### config.mk
export PLATFORM = sky130hd
export DESIGN_NAME = branch_hazard_ctrl
export DESIGN_NICKNAME = d
export VERILOG_FILES = /design/src/rtl/pipeline_ctrl_pkg.sv /design/src/rtl/branch_hazard_ctrl_sat_counter.sv /design/src/rtl/branch_hazard_ctrl.sv
export SDC_FILE = /design/constraint.sdc
export NUM_CORES = 1
export LEC_CHECK = 0
export CAP_MARGIN = 20
export CORE_ASPECT_RATIO = 0.9
export CORE_MARGIN = 5
export CORE_UTILIZATION = 24
export CTS_CLUSTER_SIZE = 12
export DETAILED_ROUTE_END_ITERATION = 8
export PLACE_DENSITY = 0.77
export SLEW_MARGIN = 20
export SYNTH_ARGS = -nofsm -noshare
export SYNTH_HDL_FRONTEND = slang
export SYNTH_SLANG_ARGS = --single-unit
### constraint.sdc
create_clock -name clk -period 1.4 [get_ports clk]
set_input_delay 0.35 -clock clk [delete_from_list [all_inputs] [get_ports clk]]
set_output_delay 0.35 -clock clk [all_outputs]
set_load 0.05 [all_outputs]
### src/rtl/pipeline_ctrl_pkg.sv
// Shared definitions for the pipeline sequencing controller: state
// encodings and default widths. Included by every pipeline control file.
package pipeline_ctrl_pkg;

  localparam int DEFAULT_REG_W = 5;
  localparam int DEFAULT_CNT_W = 16;

  // RUN is the resting state; STALL and FLUSH each last exactly one cycle.
  typedef enum logic [1:0] {
    RUN   = 2'b00,
    STALL = 2'b01,
    FLUSH = 2'b10
  } state_t;

endpackage

### src/rtl/branch_hazard_ctrl_sat_counter.sv
// Saturating up-counter used for the pipeline statistics. Holds at the
// all-ones value instead of wrapping.
module sat_counter #(
  parameter int CNT_W = 16
) (
  input  logic             clk,
  input  logic             reset,
  input  logic             inc,
  output logic [CNT_W-1:0] count
);

  logic [CNT_W-1:0] r_count;

  // Count up on inc, stopping at the maximum value.
  always_ff @(posedge clk or posedge reset) begin
    if (reset) begin
      r_count <= '0;
    end else if (inc && (r_count != {CNT_W{1'b1}})) begin
      r_count <= r_count + {{(CNT_W-1){1'b0}}, 1'b1};
    end
  end

  assign count = r_count;

endmodule

### src/rtl/branch_hazard_ctrl.sv
// Pipeline sequencing controller for the 5-stage MIPS core.
// Predict-not-taken with branches resolved in MEM, plus a single-cycle
// load-use stall. A taken branch squashes IF/ID, ID/EX and EX/MEM.
// Optional statistics counters are built only when the macro
// BRANCH_HAZARD_STATS_EN is defined; otherwise the count outputs are 0.
module branch_hazard_ctrl
  import pipeline_ctrl_pkg::*;
#(
  parameter int REG_W = DEFAULT_REG_W,
  parameter int CNT_W = DEFAULT_CNT_W
) (
  input  logic             clk,
  input  logic             reset,
  input  logic             ex_mem_branch,
  input  logic             ex_mem_zero,
  input  logic             id_ex_memread,
  input  logic [REG_W-1:0] id_ex_rt,
  input  logic [REG_W-1:0] if_id_rs,
  input  logic [REG_W-1:0] if_id_rt,
  output logic             pc_write,
  output logic             if_id_write,
  output logic             id_ex_bubble,
  output logic             pc_src,
  output logic             if_id_flush,
  output logic             id_ex_flush,
  output logic             ex_mem_flush,
  output logic [CNT_W-1:0] branch_cnt,
  output logic [CNT_W-1:0] taken_cnt,
  output logic [CNT_W-1:0] stall_cnt
);

  state_t r_state;
  state_t w_nextState;
  logic   w_taken;
  logic   w_hazard;

  assign w_taken  = ex_mem_branch & ex_mem_zero;
  assign w_hazard = id_ex_memread & (id_ex_rt != '0) &
                    ((id_ex_rt == if_id_rs) | (id_ex_rt == if_id_rt));

  // State register; reset drops straight back to RUN so nothing pending survives.
  always_ff @(posedge clk or posedge reset) begin
    if (reset) begin
      r_state <= RUN;
    end else begin
      r_state <= w_nextState;
    end
  end

  // Next state and control outputs; taken branch outranks load-use hazard,
  // FLUSH ignores everything from squashed slots, illegal codes fall to RUN.
  always_comb begin
    w_nextState  = RUN;
    pc_write     = 1'b1;
    if_id_write  = 1'b1;
    id_ex_bubble = 1'b0;
    pc_src       = 1'b0;
    if_id_flush  = 1'b0;
    id_ex_flush  = 1'b0;
    ex_mem_flush = 1'b0;
    case (r_state)
      RUN, STALL: begin
        if (w_taken) begin
          pc_src       = 1'b1;
          if_id_flush  = 1'b1;
          id_ex_flush  = 1'b1;
          ex_mem_flush = 1'b1;
          w_nextState  = FLUSH;
        end else if ((r_state == RUN) && w_hazard) begin
          pc_write     = 1'b0;
          if_id_write  = 1'b0;
          id_ex_bubble = 1'b1;
          w_nextState  = STALL;
        end
      end
      default: begin
        w_nextState = RUN;
      end
    endcase
    if (reset) begin
      w_nextState  = RUN;
      pc_write     = 1'b0;
      if_id_write  = 1'b0;
      id_ex_bubble = 1'b0;
      pc_src       = 1'b0;
      if_id_flush  = 1'b0;
      id_ex_flush  = 1'b0;
      ex_mem_flush = 1'b0;
    end
  end

`ifdef BRANCH_HAZARD_STATS_EN
  logic w_branchInc;
  logic w_takenInc;
  logic w_stallInc;

  assign w_branchInc = ex_mem_branch & (r_state != FLUSH);
  assign w_takenInc  = w_taken & (r_state != FLUSH);
  assign w_stallInc  = (r_state == RUN) & w_hazard & ~w_taken;

  sat_counter #(.CNT_W(CNT_W)) u_branchCnt (
    .clk   (clk),
    .reset (reset),
    .inc   (w_branchInc),
    .count (branch_cnt)
  );

  sat_counter #(.CNT_W(CNT_W)) u_takenCnt (
    .clk   (clk),
    .reset (reset),
    .inc   (w_takenInc),
    .count (taken_cnt)
  );

  sat_counter #(.CNT_W(CNT_W)) u_stallCnt (
    .clk   (clk),
    .reset (reset),
    .inc   (w_stallInc),
    .count (stall_cnt)
  );
`else
  assign branch_cnt = '0;
  assign taken_cnt  = '0;
  assign stall_cnt  = '0;
`endif

endmodule
==> summary.txt <==
Finish
  • Post-Layout Cell Count: 137
  • Flip-flop count of the largest register after layout: 2
  • Layout cells sized above 1: 0.394
  • Reg with most FFs: r_state
  • Final core utilization: 0.346
  • Number of diodes: 0
  • # fillers: 252
  • Area growth, synth to finish: 37.8%
  • Final nets: 131
  • Largest regs: r_state x2

Worst setup path
  • Reg2reg start: r_state[1]
  • Setup crit start kind: flop
  • Cells on worst reg2reg path: 3
  • WP data arrival: 1.32 ns
  • Critical path's slowest cell: dfrtp_1
  • Bufs and invs on worst path: 1
  • Worst reg2reg path endpoint: r_state[0]
  • Critical path cell sequence: nor2_2, nand4_1, o21a_4, buf_12
  • Worst EP required: 1.05 ns
  • Crit-path max FO: 2
  • Worst Setup End Kind: output pin
  • Worst path depth: 4
  • Setup slack, reg-to-reg: 0.42 ns
  • Crit Path Class: reg2out
  • Kind of cell adding the most delay to the critical path: flip-flops
  • Crit-path max cell delay: 0.39 ns

Die
  • Core ar.: 2470 um^2
  • Site row count: 17
  • Die area: 3700 um^2
  • Die Height: 58.2 um
  • Initial Util: 0.251
  • DIE WIDTH: 63.5 um
  • # IOs: 75

Place
  • # port buffers: 26
  • Pre-CTS setup slack: -0.722 ns
  • Final GP Congestion: 0.697
  • Placed insts: 134
  • Final HPWL DP: 1110 um

CTS
  • CTS sink count: 2
  • Clock-pin slew on the worst setup and hold paths: 0.03 ns
  • CTS tree: yes
  • Htree depth: 1
  • Worst-skew pair later-pin latency: 0.23 ns
  • Clock root buffer: clkbuf_4
  • Hold-fix buffers at CTS: 0
  • CTS max path bufs: 2
  • Inserted Clock Buffers: 3

Global routing
  • Vias in the first global route: 392
  • Largest net degree at the start of global routing: 6
  • Initial antenna violation count: 0
  • First-pass GRT wire length: 1620 um
  • Grt total ovfl: 0
  • All-Layer GR Usage: 0.0584

Logic synthesis
  • Seq/Total Area, Yosys: 0.0808
  • Yosys warnings: 0
  • Cell Area, Synth: 619 um^2
  • Number of synthesized register bits: 2
  • Top FF cell, synth: dfrtp_1
  • Largest area contributor in the netlist: buf_4
  • Cells after Synth: 80
  • Count leader, synth: buf_4
  • EDFF count, synth: 0
  • Ys async rst share: 1.00
  • Most frequent cells after synthesis: 52 x buf_4, 10 x xor2_1, 4 x nor2_1, 3 x nor3_1
  • Synth Area per Inst: 7.74 um^2
  • Netlist cell types: 12
  • Top cells by area, synth: buf_4 63%, xor2_1 14%, dfrtp_1 8.1%, nor3_2 3.2%, nor3_1 2.4%
  • Yosys top cell area share: 0.630

Timing
  • Fin. max-slew vios: 0
  • Final TNS setup: -1.47 ns
  • Highest clock rate: 0.600 GHz
  • Clock Skew: 0.00319 ns
  • RSZ-0062 raised after global routing: true
  • Min cycle time layout: 1.67 ns
  • # setup viols final: 7
  • Count of final hold-check violations: 0
  • Worst setup margin: -0.266 ns
  • Period utilisation layout: 1.19

Drt
  • Per-cell routed wire length: 9.34 um
  • DR iter-0 viols: 5
  • WL final: 1280 um
  • DR vias: 425
  • 1st-pass router iterations: 2
  • DR vias/cell: 3.10
  • Antenna Nets Post-Route: 0
  • DRC violations left: 0

Pwr
  • Max IR drop VDD: 364 uV
  • Final Total Pwr: 672 uW
  • Pwr/cell area: 788 nW/um^2
  • LEAKAGE: 0.459 nW

Flow run
  • # Max-Cap Violations: 0

Status
  • Outcome: finished, violations left
  • Failing checks: negative setup slack

Min path
  • Worst hold path class: in2async
[per-layer routing]
metal / up-vias / part of all wire / track usage
met3: 0 / 0.18 / 0.0252
met2: 41 / 0.53 / 0.0913
li1: 206 / - / -
met1: 178 / 0.29 / 0.0589
met5: - / 0 / 0
met4: 0 / 0 / 0.0534
[power by group]
group | switching, mW | internal [mW]
Clock | 0.0391 | 0.0952
Sequential | 0.00120 | 0.0597
Combinational | 0.375 | 0.102
[timing repair]
action,in CTS,in global routing
setup endpoints to repair,8,7
resized for setup,77,6
setup buffers,1,0
pin swaps,18,4
[worst max path at each step]
stage,slack (ns),from,endpoint
finish,-0.27,r_state[1],if_id_write
CTS,-0.27,id_ex_rt[2],if_id_write
floorplan,-0.24,id_ex_rt[2],id_ex_bubble
global route,-0.33,id_ex_rt[3],pc_write
detailed placement,-0.72,id_ex_rt[2],id_ex_bubble
global placement,-0.72,id_ex_rt[2],id_ex_bubble
[placed cells by master (no fill, tap or decap)]
cell type,instances
inv_1,1
nor2_1,2
nand4_1,1
clkdlybuf4s15_1,1
buf_6,5
xor2_1,8
nand2_2,1
nor3_2,2
nor3_4,2
buf_4,5
o21a_4,1
conb_1,48
dlygate4sd2_1,1
clkbuf_4,3
buf_8,1
dfrtp_1,2
buf_12,8
nand2_1,1
xor2_2,2
buf_2,10
a22oi_2,1
nor3_1,1
nor2_2,2
[layout make-up]
class                   count  area [um^2]  area share
multi-input cells          72          404       0.474
repair buffers             31          338       0.396
flip-flops and latches      2         50.0      0.0587
well taps                  28         35.0      0.0411
clock buffers               3         22.5      0.0264
inverters                   1         3.75     0.00440
[worst reg2reg max path, delay by kind of cell, from the launching register on]
family	cells	cell delay (ns)
AND/OR/NAND/NOR	3	0.50
flip-flops	1	0.39
[per-stage QoR]
stage	hold WS, ns	area [um^2]
floorplan	0.107	836
global placement	0.627	846
detailed placement	0.640	846
CTS	0.312	840
global route	0.338	853
finish	0.316	853
[cell families after synthesis]
group	count (synthesis)	synth area share
DFF	2	0.0808
AOI/OAI and AO/OA	2	0.0323
buffers and inverters	53	0.636
and+or+nand+nor	12	0.103
xor gates and xnor gates	10	0.141
other	1	0.00605
Note: power is estimated with default switching activity, not from simulation.
==> variant 1 (config.mk and constraints unchanged) <==
Encoding of `state_t`: now one-hot (3 bits for 3 states).
--- a/src/rtl/pipeline_ctrl_pkg.sv
+++ b/src/rtl/pipeline_ctrl_pkg.sv
@@ -6,10 +6,10 @@
   localparam int DEFAULT_CNT_W = 16;
 
   // RUN is the resting state; STALL and FLUSH each last exactly one cycle.
-  typedef enum logic [1:0] {
-    RUN   = 2'b00,
-    STALL = 2'b01,
-    FLUSH = 2'b10
+  typedef enum logic [2:0] {
+    RUN   = 3'b001,
+    STALL = 3'b010,
+    FLUSH = 3'b100
   } state_t;
 
 endpackage
Formal check against the unedited RTL: no difference found for any inputs over 10 cycles, from zero or initial values and one cycle with reset high; not proved beyond that.
==> variant 1 against the original RTL <==
- the run still ends with negative setup slack left
- worst setup slack lost 350 ps
- final cell count grew 8.8%
- core utilization grew 2.1 points
- routed wire length grew 7.0%
- die area grew 6.4%
- design area grew 16%
- first-iteration DRC count shrank 100%
- sequential cell count grew 1
- synthesized area grew 7.7%
- total power grew 11%
- critical path depth grew 2
==> variant 1: results (changes against the original RTL) <==
[detailed_routing]
num_vias=488  ; +15%
first_pass_iters=1  ; -1
wl_per_cell_um=9.19  ; -1.6%
drt-initial-drc-count=0  ; -5

[power_and_ir_drop]
ir_drop_uv=512  ; +41%
p_sw_share_pct=57.5  ; -4.3 points
leakage_nw=0.524  ; +14%

[critical_path]
cp_slowest_cell=or4_1
r2r_cells=6  ; +3
r2r_setup_slack_ps=40  ; -380 ps
cp_max_fo=3  ; +1
cp_data_arrival_time_ps=1660  ; +340 ps
critPathTopFamily=simple AND/OR/NAND/NOR gates
rr_endpoint=r_state[0]
cp-startpoint=id_ex_rt[0]
cp_slowest_stage_delay_ps=490  ; +100 ps
cp-endpoint=if_id_write
r2r_start=r_state[0]

[clock_network]
clkSlewWorstSetupHoldPaths_ps=40
postCtsSetupBuffers=3  ; +2
cts_resized=32  ; -58%
cts_buffer_depth=2  ; unchanged

[placement]
portBuffers=26  ; unchanged
hpwl_um=1240  ; +12%
dp_cells=143  ; +6.7%
globalplace.congestion=0.741  ; +6.3%
dpl-instance-area_um2=925  ; +9.3%
pre_cts_slack_ps=-880  ; -158 ps

[yosys]
ys_seq_area_share_pct=11.4  ; +3.4 points
synthMuxAreaShare_pct=0  ; unchanged
synth-xor-area-share_pct=14.4  ; +0.31 points
synth_compound_area_share_pct=3.75  ; +0.52 points
synthTopCellsByArea=buf_4, xor2_1, dfrtp_1
synth_edf_count=0  ; unchanged
synth_ff_type=dfrtp_1
synthTopCellsByCount=buf_4, xor2_1, nor2_1, nor3_1, dfrtp_1
yosysWarnings=0  ; unchanged
ys_types=18  ; +6
syn_avg_cell_area_um2=8.03  ; +3.8%

[sta]
finalSetupViolCount=7  ; unchanged
fin_skew_ps=2.92  ; -0.270 ps
finalSetupTns_ps=-3380  ; -1920 ps
setup_slack_ps=-614  ; -349 ps
holdWs_ps=347  ; +30.5 ps

[global_routing]
grt_pass1_wl_um=1710  ; +5.6%
grt_max_degree=5  ; -1
grt_pass1_vias=400  ; +2.0%
grt_usage_pct=5.79  ; -0.055 points

[status]
violations=negative setup slack
outcome=finished, violations left

[layout]
final_cell_count_no_fill=149  ; +8.8%
layout-drive-gt1-share_pct=29.4  ; -10 points
reg_top3=r_state (3)
diodes=0  ; unchanged

## variant 1: power groups by stage
stage	clock, mW	sequential (mW)	combinational (mW)
after floorplan	0	0.0949	0.481
after global placement	0	0.0940	0.493
after detailed placement	0	0.0943	0.495
after CTS	0.157	0.0932	0.503
after global routing	0.168	0.0935	0.521
final	0.149	0.0933	0.501
## variant 1: layer usage
| layer | global-route usage (%) | wire [µm] | up-vias |
|---|---|---|---|
| met5 | 0 | 0 | - |
| met4 | 2.66 | 7 | 0 |
| li1 | - | - | 237 |
| met3 | 1.32 | 163 | 2 |
| met2 | 10.4 | 765 | 36 |
| met1 | 6.54 | 433 | 213 |
## variant 1: final cells by class
| type | count | area [µm²] |
|---|---|---|
| timing repair buffer | 37 | 394 |
| clock buffer | 4 | 26.3 |
| sequential | 3 | 76.3 |
| fill | 293 | 1710 |
| inverter | 1 | 3.75 |
| multi-input combinational | 74 | 454 |
| tap | 30 | 37.5 |
==> variant 2 (same settings) <==
Made on the original files. Build with the macro `BRANCH_HAZARD_STATS_EN` defined.
--- a/src/rtl/branch_hazard_ctrl.sv
+++ b/src/rtl/branch_hazard_ctrl.sv
@@ -3,6 +3,8 @@
 // load-use stall. A taken branch squashes IF/ID, ID/EX and EX/MEM.
 // Optional statistics counters are built only when the macro
 // BRANCH_HAZARD_STATS_EN is defined; otherwise the count outputs are 0.
+`define BRANCH_HAZARD_STATS_EN
+
 module branch_hazard_ctrl
   import pipeline_ctrl_pkg::*;
 #(
Behaviour: not the same (Yosys sat finds a counterexample within 4 cycles, from zero or initial values and one cycle with reset high).
==> variant 2 against the original RTL <==
- the run still ends with negative setup slack left
- worst setup slack got worse by 340 ps
- design area grew to 6.3 times the old value
- sequential cell count up 48
- via count rose to 5.7 times the old value
- synthesized area increased to 4.2 times the old value
- register-to-register slack worse by 790 ps
- clock power rose to 9.1 times the old value
- total power grew to 9.4 times the old value
- routed wire length increased to 5.9 times the old value
- critical endpoint unchanged
- largest cell class is now non-clock buffers
- largest power group unchanged
- highest routed layer is now met4
==> variant 2: results (changes against the original RTL) <==
[status]
outcome=finished, violations left
violations=negative setup slack

[clock_network]
htree_levels=2  ; +1
cts-root-buf=clkbuf_16
clkSlewWorstSetupHoldPaths_ps=80  ; +50 ps
numCtsBuffers=5  ; +2
cts_buffer_depth=2  ; unchanged
clk_latency_ps=290  ; +60 ps

[yosys]
yosysWarnings=0  ; unchanged
synth_ff_type=dfrtp_1
synth_nets=257
async_reset_ff_share_pct=100  ; unchanged
ys_seq_area_share_pct=48.4  ; +40 points
ys_types=40  ; +28
synthTopCellsByArea=dfrtp_1, xnor2_1, nand4_1
synthTopCellsByCount=dfrtp_1, xnor2_1, nand2_1

[critical_path]
cp_data_arrival_time_ps=1660  ; +340 ps
cp_max_fo=3  ; +1

[placement]
portBuffers=74  ; +180%
hpwl_um=5780  ; +420%
globalplace.congestion=0.794  ; +14%

[detailed_routing]
drtAntennaViolNets=0  ; unchanged
first_pass_iters=4  ; +2
wl_per_cell_um=14.1  ; +51%
num_vias=2438  ; +470%
drt-initial-drc-count=89  ; +84

[global_routing]
grt_usage_pct=11.8  ; +6.0 points
grt_max_degree=51  ; +45
antenna_found_initial=0  ; unchanged
grt_pass1_vias=2615  ; +570%
grt_pass1_wl_um=12600  ; +680%

[power_and_ir_drop]
ir_drop_uv=741  ; +100%
leakage_nw=2.31  ; +400%

[sta]
setup_slack_ps=-606  ; -340 ps
fin_skew_ps=10.0  ; +6.85 ps
tightest_slew_ps=664
finalSetupViolCount=57  ; +50

[run]
maxCapViolations=0  ; unchanged

[layout]
layout.nets=427  ; +230%
diodes=0  ; unchanged
layout-drive-gt1-share_pct=65.7  ; +26 points
num-fill-cells=963  ; +280%

[min_path]
holdCritPathClass=input port to async pin

[variant 2: changes by cell type after synthesis, moves of 3 or more]
cell,delta
and2_1,+3
and4_1,+7
nor4_1,+3
ha_1,+3
nand3_1,+16
nand2_1,+19
a21oi_1,+4
xnor2_1,+40
buf_4,-48
and3_1,+10
dfrtp_1,+48
nand4_1,+18
[variant 2: timing repair]
action | CTS | global route
gates cloned | 0 | 0
buffers inserted | 8 | 11
resized for setup | 63 | 35
setup endpoints to repair | 56 | 61
pin swaps | 46 | 41
[variant 2: area by class of cell]
class,instances,area (µm²),area share [%]
multi-input combinational,174,1620,30.3
clock inverter,3,21.3,0.398
timing repair buffer,170,2080,39.0
tap,133,166,3.12
sequential,50,1310,24.5
clock buffer,5,125,2.34
inverter,3,17.5,0.328
[variant 2: where the power goes]
| group | switching (mW) | leakage [nW] | internal [mW] |
|---|---|---|---|
| clock network | 0.556 | 0.0698 | 0.663 |
| logic | 1.56 | 1.63 | 1.69 |
| registers | 0.179 | 0.608 | 1.68 |
| total | 2.29 | 2.31 | 4.03 |
[variant 2: path summary, 6_finish.rpt]
check | slack [ps] | end | cells after the start | start
min reg2reg | 560 | u_stallCnt.count[8] | 2 | u_stallCnt.count[8]
min in group clk | 560 | u_stallCnt.count[8] | 2 | u_stallCnt.count[8]
min | 530 | u_stallCnt.count[12] | 3 | reset
max in group asynchronous | 390 | u_takenCnt.count[9] | 3 | reset
max | -610 | if_id_write | 7 | id_ex_rt[2]
max reg2reg | -370 | u_branchCnt.count[3] | 6 | u_branchCnt.count[0]
[variant 2: cells by family after synthesis]
kind of cell | Yosys count | share of synthesized area, %
compound gates | 14 | 5.71
xor+xnor | 52 | 17.6
fa+ha+maj | 3 | 1.45
buf+inv | 10 | 2.18
flops | 50 | 48.4
mux | 3 | 1.31
simple gates | 102 | 23.3
[variant 2: per-stage QoR]
stage | cell area, µm² | total power, mW | setup slack, ps | TNS (ps) | instances
after detailed placement | 4860 | 4.87 | -939 | -48360 | 516
after CTS | 5160 | 6.16 | -573 | -12790 | 530
after global placement | 4860 | 4.78 | -912 | -43970 | 516
after floorplan | 2870 | 3.25 | -729 | -13520 | 234
after global routing | 5340 | 6.61 | -637 | -17010 | 538
final | 5340 | 6.33 | -606 | -12620 | 538
[variant 2: metal layers]
metal	GRT usage, %	part of all wire [%]	routed length, µm
met1	14.0	42	3160
met2	21.5	52	3950
met3	3.19	4.9	369
met4	2.53	1.4	104
met5	0	0	0
[variant 2: worst max-delay path: stages]
cell	delay, ps
buf_8	100
or4_4	540
o211ai_4	200
nor2b_4	70
buf_6	120
nor2_4	100
buf_6	170
